`config.mk`:
```
export PLATFORM = sky130hd
export DESIGN_NAME = unidade_controle_vidas
export DESIGN_NICKNAME = d
export VERILOG_FILES = /design/src/rtl/unidade_controle_vidas.sv
export SDC_FILE = /design/constraint.sdc
export NUM_CORES = 1
export LEC_CHECK = 0
export ABC_AREA = 1
export BUFFER_PORTS_ARGS = -buffer_cell sky130_fd_sc_hd__buf_2
export CAP_MARGIN = 40
export CELL_PAD_IN_SITES_DETAIL_PLACEMENT = 2
export CELL_PAD_IN_SITES_GLOBAL_PLACEMENT = 2
export CORE_AREA = 2 2 93 95
export DETAILED_ROUTE_END_ITERATION = 10
export DIE_AREA = 0 0 95 97
export PLACE_DENSITY = 0.76
export SKIP_CTS_REPAIR_TIMING = 1
export SLEW_MARGIN = 25
export SYNTH_ARGS = -nofsm -noshare
export SYNTH_HDL_FRONTEND = slang
export SYNTH_SLANG_ARGS = --single-unit
```
`constraint.sdc`:
```
create_clock -name clock -period 1.8 [get_ports clock]
set_clock_uncertainty 0.1 [all_clocks]
set_input_delay 0.18 -clock clock [delete_from_list [all_inputs] [get_ports clock]]
set_output_delay 0.18 -clock clock [all_outputs]
set_load 0.02 [all_outputs]
```
`src/rtl/unidade_controle_vidas.sv`:
```
// Memory-game control unit with lives, timers and a selectable game length.
// It drives the address and limit counters and tells the datapath when to
// show a sequence item, clear the play register and load it.
module unidade_controle_vidas #(
  parameter int ADDR_W   = 4,
  parameter int SHOW_ON  = 1000,
  parameter int SHOW_OFF = 500,
  parameter int TIMEOUT  = 5000,
  parameter int LIVES    = 3
) (
  input  logic              clock,
  input  logic              reset,
  input  logic              iniciar,
  input  logic              jogada,
  input  logic              botoesIgualMemoria,
  input  logic [1:0]        modo,
  output logic [ADDR_W-1:0] endereco,
  output logic [ADDR_W-1:0] limite,
  output logic [1:0]        seletor,
  output logic              zeraR,
  output logic              registraR,
  output logic [3:0]        vidas,
  output logic              acertou,
  output logic              errou,
  output logic              timeout_fim,
  output logic              pronto,
  output logic [3:0]        db_estado
);

  localparam int TMAX0 = (SHOW_ON > SHOW_OFF) ? SHOW_ON : SHOW_OFF;
  localparam int TMAX  = (TMAX0 > TIMEOUT) ? TMAX0 : TIMEOUT;
  localparam int TW    = $clog2(TMAX + 1);

  typedef enum logic [3:0] {
    INICIAL    = 4'h0,
    PREPARA    = 4'h1,
    ESPERA     = 4'h3,
    REGISTRA   = 4'h4,
    COMPARA    = 4'h5,
    PERDE      = 4'h6,
    FIM_RODADA = 4'h7,
    MOSTRA     = 4'h9,
    INTERVALO  = 4'hA,
    TIMEOUT_F  = 4'hD,
    ACERTOU    = 4'hE,
    ERROU      = 4'hF
  } estado_t;

  estado_t           estado, proximo;
  logic [TW-1:0]     timer;
  logic [1:0]        modo_reg;
  logic              causa_timeout;
  logic [ADDR_W-1:0] ultimo;
  logic              fim_on, fim_off, fim_to;

  assign fim_on  = (timer == TW'(SHOW_ON - 1));
  assign fim_off = (timer == TW'(SHOW_OFF - 1));
  assign fim_to  = (timer == TW'(TIMEOUT - 1));

  // Last round index for the latched game length (quarter, half or full memory).
  always_comb begin
    ultimo = {ADDR_W{1'b1}};
    case (modo_reg)
      2'b00:   ultimo = {ADDR_W{1'b1}} >> 2;
      2'b01:   ultimo = {ADDR_W{1'b1}} >> 1;
      default: ultimo = {ADDR_W{1'b1}};
    endcase
  end

  // Next-state logic and Moore-decoded outputs.
  always_comb begin
    proximo     = estado;
    seletor     = 2'b00;
    zeraR       = 1'b0;
    registraR   = 1'b0;
    acertou     = 1'b0;
    errou       = 1'b0;
    timeout_fim = 1'b0;
    pronto      = 1'b0;
    db_estado   = estado;
    case (estado)
      INICIAL: begin
        zeraR   = 1'b1;
        seletor = 2'b10;
        if (iniciar) proximo = PREPARA;
      end
      PREPARA: begin
        zeraR   = 1'b1;
        proximo = MOSTRA;
      end
      MOSTRA: begin
        seletor = 2'b01;
        if (fim_on) proximo = INTERVALO;
      end
      INTERVALO: begin
        if (fim_off) proximo = (endereco == limite) ? ESPERA : MOSTRA;
      end
      ESPERA: begin
        seletor = 2'b10;
        // A press on the expiry cycle still counts as a play.
        if (jogada)      proximo = REGISTRA;
        else if (fim_to) proximo = PERDE;
      end
      REGISTRA: begin
        registraR = 1'b1;
        proximo   = COMPARA;
      end
      COMPARA: begin
        if (!botoesIgualMemoria)  proximo = PERDE;
        else if (endereco < limite) proximo = ESPERA;
        else                      proximo = FIM_RODADA;
      end
      FIM_RODADA: begin
        if (limite == ultimo) proximo = ACERTOU;
        else begin
          zeraR   = 1'b1;
          proximo = MOSTRA;
        end
      end
      PERDE: begin
        if (vidas <= 4'd1) proximo = causa_timeout ? TIMEOUT_F : ERROU;
        else begin
          zeraR   = 1'b1;
          proximo = MOSTRA;
        end
      end
      TIMEOUT_F: begin
        pronto      = 1'b1;
        timeout_fim = 1'b1;
        if (iniciar) proximo = PREPARA;
      end
      ACERTOU: begin
        pronto  = 1'b1;
        acertou = 1'b1;
        if (iniciar) proximo = PREPARA;
      end
      ERROU: begin
        pronto = 1'b1;
        errou  = 1'b1;
        if (iniciar) proximo = PREPARA;
      end
      default: begin
        db_estado = 4'h9;
        proximo   = INICIAL;
      end
    endcase
  end

  // State register.
  always_ff @(posedge clock or posedge reset) begin
    if (reset) estado <= INICIAL;
    else       estado <= proximo;
  end

  // Shared timer, address/limit counters, lives and loss cause.
  always_ff @(posedge clock or posedge reset) begin
    if (reset) begin
      timer         <= '0;
      endereco      <= '0;
      limite        <= '0;
      vidas         <= 4'd0;
      modo_reg      <= 2'b00;
      causa_timeout <= 1'b0;
    end else begin
      if (proximo != estado) timer <= '0;
      else if (estado == MOSTRA || estado == INTERVALO || estado == ESPERA)
        timer <= timer + TW'(1);
      case (estado)
        PREPARA: begin
          modo_reg <= modo;
          vidas    <= 4'(LIVES);
          endereco <= '0;
          limite   <= '0;
        end
        INTERVALO: begin
          if (fim_off)
            endereco <= (endereco == limite) ? '0 : endereco + ADDR_W'(1);
        end
        ESPERA: begin
          if (!jogada && fim_to) causa_timeout <= 1'b1;
        end
        COMPARA: begin
          if (!botoesIgualMemoria)    causa_timeout <= 1'b0;
          else if (endereco < limite) endereco <= endereco + ADDR_W'(1);
        end
        FIM_RODADA: begin
          if (limite != ultimo && limite != {ADDR_W{1'b1}}) begin
            limite   <= limite + ADDR_W'(1);
            endereco <= '0;
          end
        end
        PERDE: begin
          if (vidas != 4'd0) vidas <= vidas - 4'd1;
          if (vidas > 4'd1)  endereco <= '0;
        end
        default: ;
      endcase
    end
  end

endmodule

```
==> impl_metrics.csv <==
group,metric,value,unit
status,status,"complete, but fails checks",
status,violations,"negative setup slack",
global_route,grt_usage,22.7,%
timing,timing.fmax,417,MHz
yosys,synth-simple-area-share,38.0,%
yosys,syn-num-nets,355,
clock_tree,htree_levels,2,
layout,top_register,"timer",
yosys,synth-main-ff-cell,"dfrtp_1",
global_route,grt-ovfl-total,0,
drt,via_per_inst,5.10,
yosys,yosys.area.top_type,"dfrtp_1",
floorplanning,die_w,95,µm
timing,tightestPinTransition,453,ps
layout,diodes,0,
drt,routed-via-count,3006,
placed_design,gp_congestion,0.843,
power,p_per_area,1070,mW/mm²
worst_setup_path,critPathMaxFanout,6,
flow_run,maxCapViolCount,0,
worst_setup_path,startpoint,"timer[2]$_DFFE_PP0P_",
timing,rsz0062_at_grt,"yes",
drt,route.final.wire_length,13.9,mm
yosys,avgSynthCellArea,6.91,µm²
timing,finalSetupViolations,33,
clock_tree,cts_buffers,5,
power,power,4.36,mW
yosys,postSynthCellCount,338,
worst_setup_path,worstSetupEndpoint,"timer[2]$_DFFE_PP0P_",
worst_setup_path,r2r_end,"timer[2]$_DFFE_PP0P_",
floorplanning,initial_core_util,28.7,%
worst_setup_path,cp_top_family,"simple AND/OR/NAND/NOR gates",
layout,syn_to_final_growth,74.6,%
worst_setup_path,cp.arrival,2540,ps
clock_tree,worstSkewPairLatency,310,ps
global_route,grtUsageMet2,43.4,%
power,peakVddDrop,0.668,mV
floorplanning,row_count,33,
placed_design,io_buffers,30,
timing,layout_setup_ws,-600,ps
clock_tree,cts_tree,"done",
worst_setup_path,cpMostUsedCell,"nand2_2",
yosys,synth_seq_cells,32,
timing,relSlewSlack,69.8,%
layout,fillCellCount,900,
yosys,synth_compound_area_share,7.45,%
layout,finalNonFillerCells,589,
timing,period_minus_slack,2400,ps
global_route,use_met1,24.5,%
drt,antenna_left,0,
worst_setup_path,rr_startpoint,"timer[2]$_DFFE_PP0P_",
worst_setup_path,startpoint_type,"register",
yosys,synthMuxAreaShare,0.428,%
global_route,use_met3,4.13,%
worst_hold_path,hold_class,"in2reg",
placed_design,dp_cells,558,
yosys,synth_seq_area_share,34.3,%
drt,wl_per_cell,23.7,µm
global_route,antenna_found_initial,0,
power,power_leakage,2.02,nW
drt,drc,0,
yosys,async_flop_share,100,%
worst_setup_path,crit_cells,12,
layout,largest_register_ffs,13,
worst_setup_path,cpMaxStageDelayCell,"dfrtp_1",
placed_design,placed_area,0.00332,mm²
worst_setup_path,max_stage_delay,440,ps
yosys,synth_commonest_cells,"nand2_1 (86), inv_1 (48), nor2_1 (42)",
worst_setup_path,worstPathBufferInverterCount,1,
floorplanning,core,0.00813,mm²
layout,drive_above_1_share,57.2,%
yosys,synth_area,0.00234,mm²
drt,drt_first_pass_iters,4,
global_route,grt_pass1_vias,3193,
clock_tree,cts_buffer_depth,2,
layout,design_area,0.00408,mm²
placed_design,dpl_worst_slack,-432,ps
floorplanning,die-area,0.00922,mm²
yosys,synth_top_area_share,34.3,%
drt,drtIter0Drc,65,
timing,fin_crit_sh,133,%
yosys,synth-edff-count,0,
yosys,yosys_warnings,0,
yosys,synth_top_family_by_area,"simple AND/OR/NAND/NOR gates",
placed_design,dp_hpwl,7.76,mm
worst_setup_path,worstPathCellList,"nor2_1 > nand2_1 > nor2_2 > nand3_2 > nand2_2 > nand3_2 > nand2_2 > nand2_2 > nor2_4 > nand3_4 > clkbuf_16 > nor2_2",
clock_tree,cts.reportedPaths.clkPinSlew,80,ps
worst_setup_path,end_kind,"register",
global_route,gr-max-usage-layer,"met2",
worst_setup_path,rr_worst_depth,12,
worst_setup_path,crit_required,1940,ps
global_route,grt_pass1_wl,16.1,mm
timing,worst_hold_slack,19.8,ps
yosys,yosysMostFrequentCell,"nand2_1",
layout,nNetsFinal,500,
yosys,synth_cell_type_count,32,
timing,final_hold_viol_count,0,
worst_setup_path,crit_type,"reg2reg",
clock_tree,cts_root_buf,"clkbuf_8",
yosys,synthXorXnorAreaFrac,4.12,%
yosys,synth-adder-area-share,5.36,%
global_route,grt_max_degree,33,
worst_setup_path,reg2reg_slack,-600,ps
clock_tree,cts.sinks,32,
timing,drv_slew,0,
floorplanning,die_y,97,µm
yosys,synthTopCellsByArea,"dfrtp_1 (34%), nand2_1 (14%), inv_1 (7.7%)",
floorplanning,io_pins,31,
-- area by class of cell --
cell class / count / area (µm²) / share of cell area (%)
clock buffer: 6 / 72.6 / 1.78
clock inverter: 2 / 35.0 / 0.859
inverter: 55 / 214 / 5.25
multi-input combinational: 247 / 1720 / 42.1
sequential: 32 / 820 / 20.1
tap: 105 / 131 / 3.22
timing repair buffer: 142 / 1090 / 26.7
-- power breakdown --
group / internal (mW) / switching, mW / total, mW
clock network: 0.412 / 0.345 / 0.757
logic: 1.14 / 1.56 / 2.70
registers: 0.799 / 0.104 / 0.903
total: 2.35 / 2.01 / 4.36
-- how the worst min path moves through the flow --
stage | startpoint | endpoint | depth (start not counted)
3_5_place_dp | reset | vidas[3]$_DFFE_PP0P_ | 3
4_1_cts | reset | vidas[2]$_DFFE_PP0P_ | 3
2_1_floorplan | modo[0] | modo_reg[0]$_DFFE_PP0P_ | 2
6_report | modo[1] | modo_reg[1]$_DFFE_PP0P_ | 3
5_1_grt | modo[1] | modo_reg[1]$_DFFE_PP0P_ | 3
3_3_place_gp | reset | vidas[3]$_DFFE_PP0P_ | 3
-- metal layers --
layer,up-vias,part of all wire (%)
met5,-,0
met4,0,5.1
met3,37,2.2
met2,66,55
met1,1551,37
li1,1352,-
-- per-stage QoR --
step | util (%) | TNS (ps)
floorplan | - | -542
global placement | 40.8 | -3850
detailed placement | 40.8 | -7840
CTS | 42.1 | -11670
global route | 50.1 | -13260
finish | 50.1 | -11800
-- logic make-up (layout without fill, tap and decap cells) --
family / count (synthesis) / after routing
and+or+nand+nor: 193 / 193
muxes: 1 / 1
xor gates and xnor gates: 11 / 11
buffers and inverters: 59 / 205
DFF: 32 / 32
AOI/OAI and AO/OA: 32 / 32
adders and majority gates: 10 / 10
-- tightest hold or removal path: stages --
cell and delay, ps:
buf_2 80, nand2_1 50, o21ai_0 80
-- cells in the final DEF, fill, tap and decap left out, types with 11 or more instances in the layout --
cell	n
buf_4	105
nor2_2	18
inv_1	36
dfrtp_2	15
nor2_4	16
inv_2	16
buf_2	22
nor2_1	23
nand2_1	63
nand3_1	14
buf_6	11
nand2_2	22
dfrtp_1	17
(Power assumes the default switching activity.)
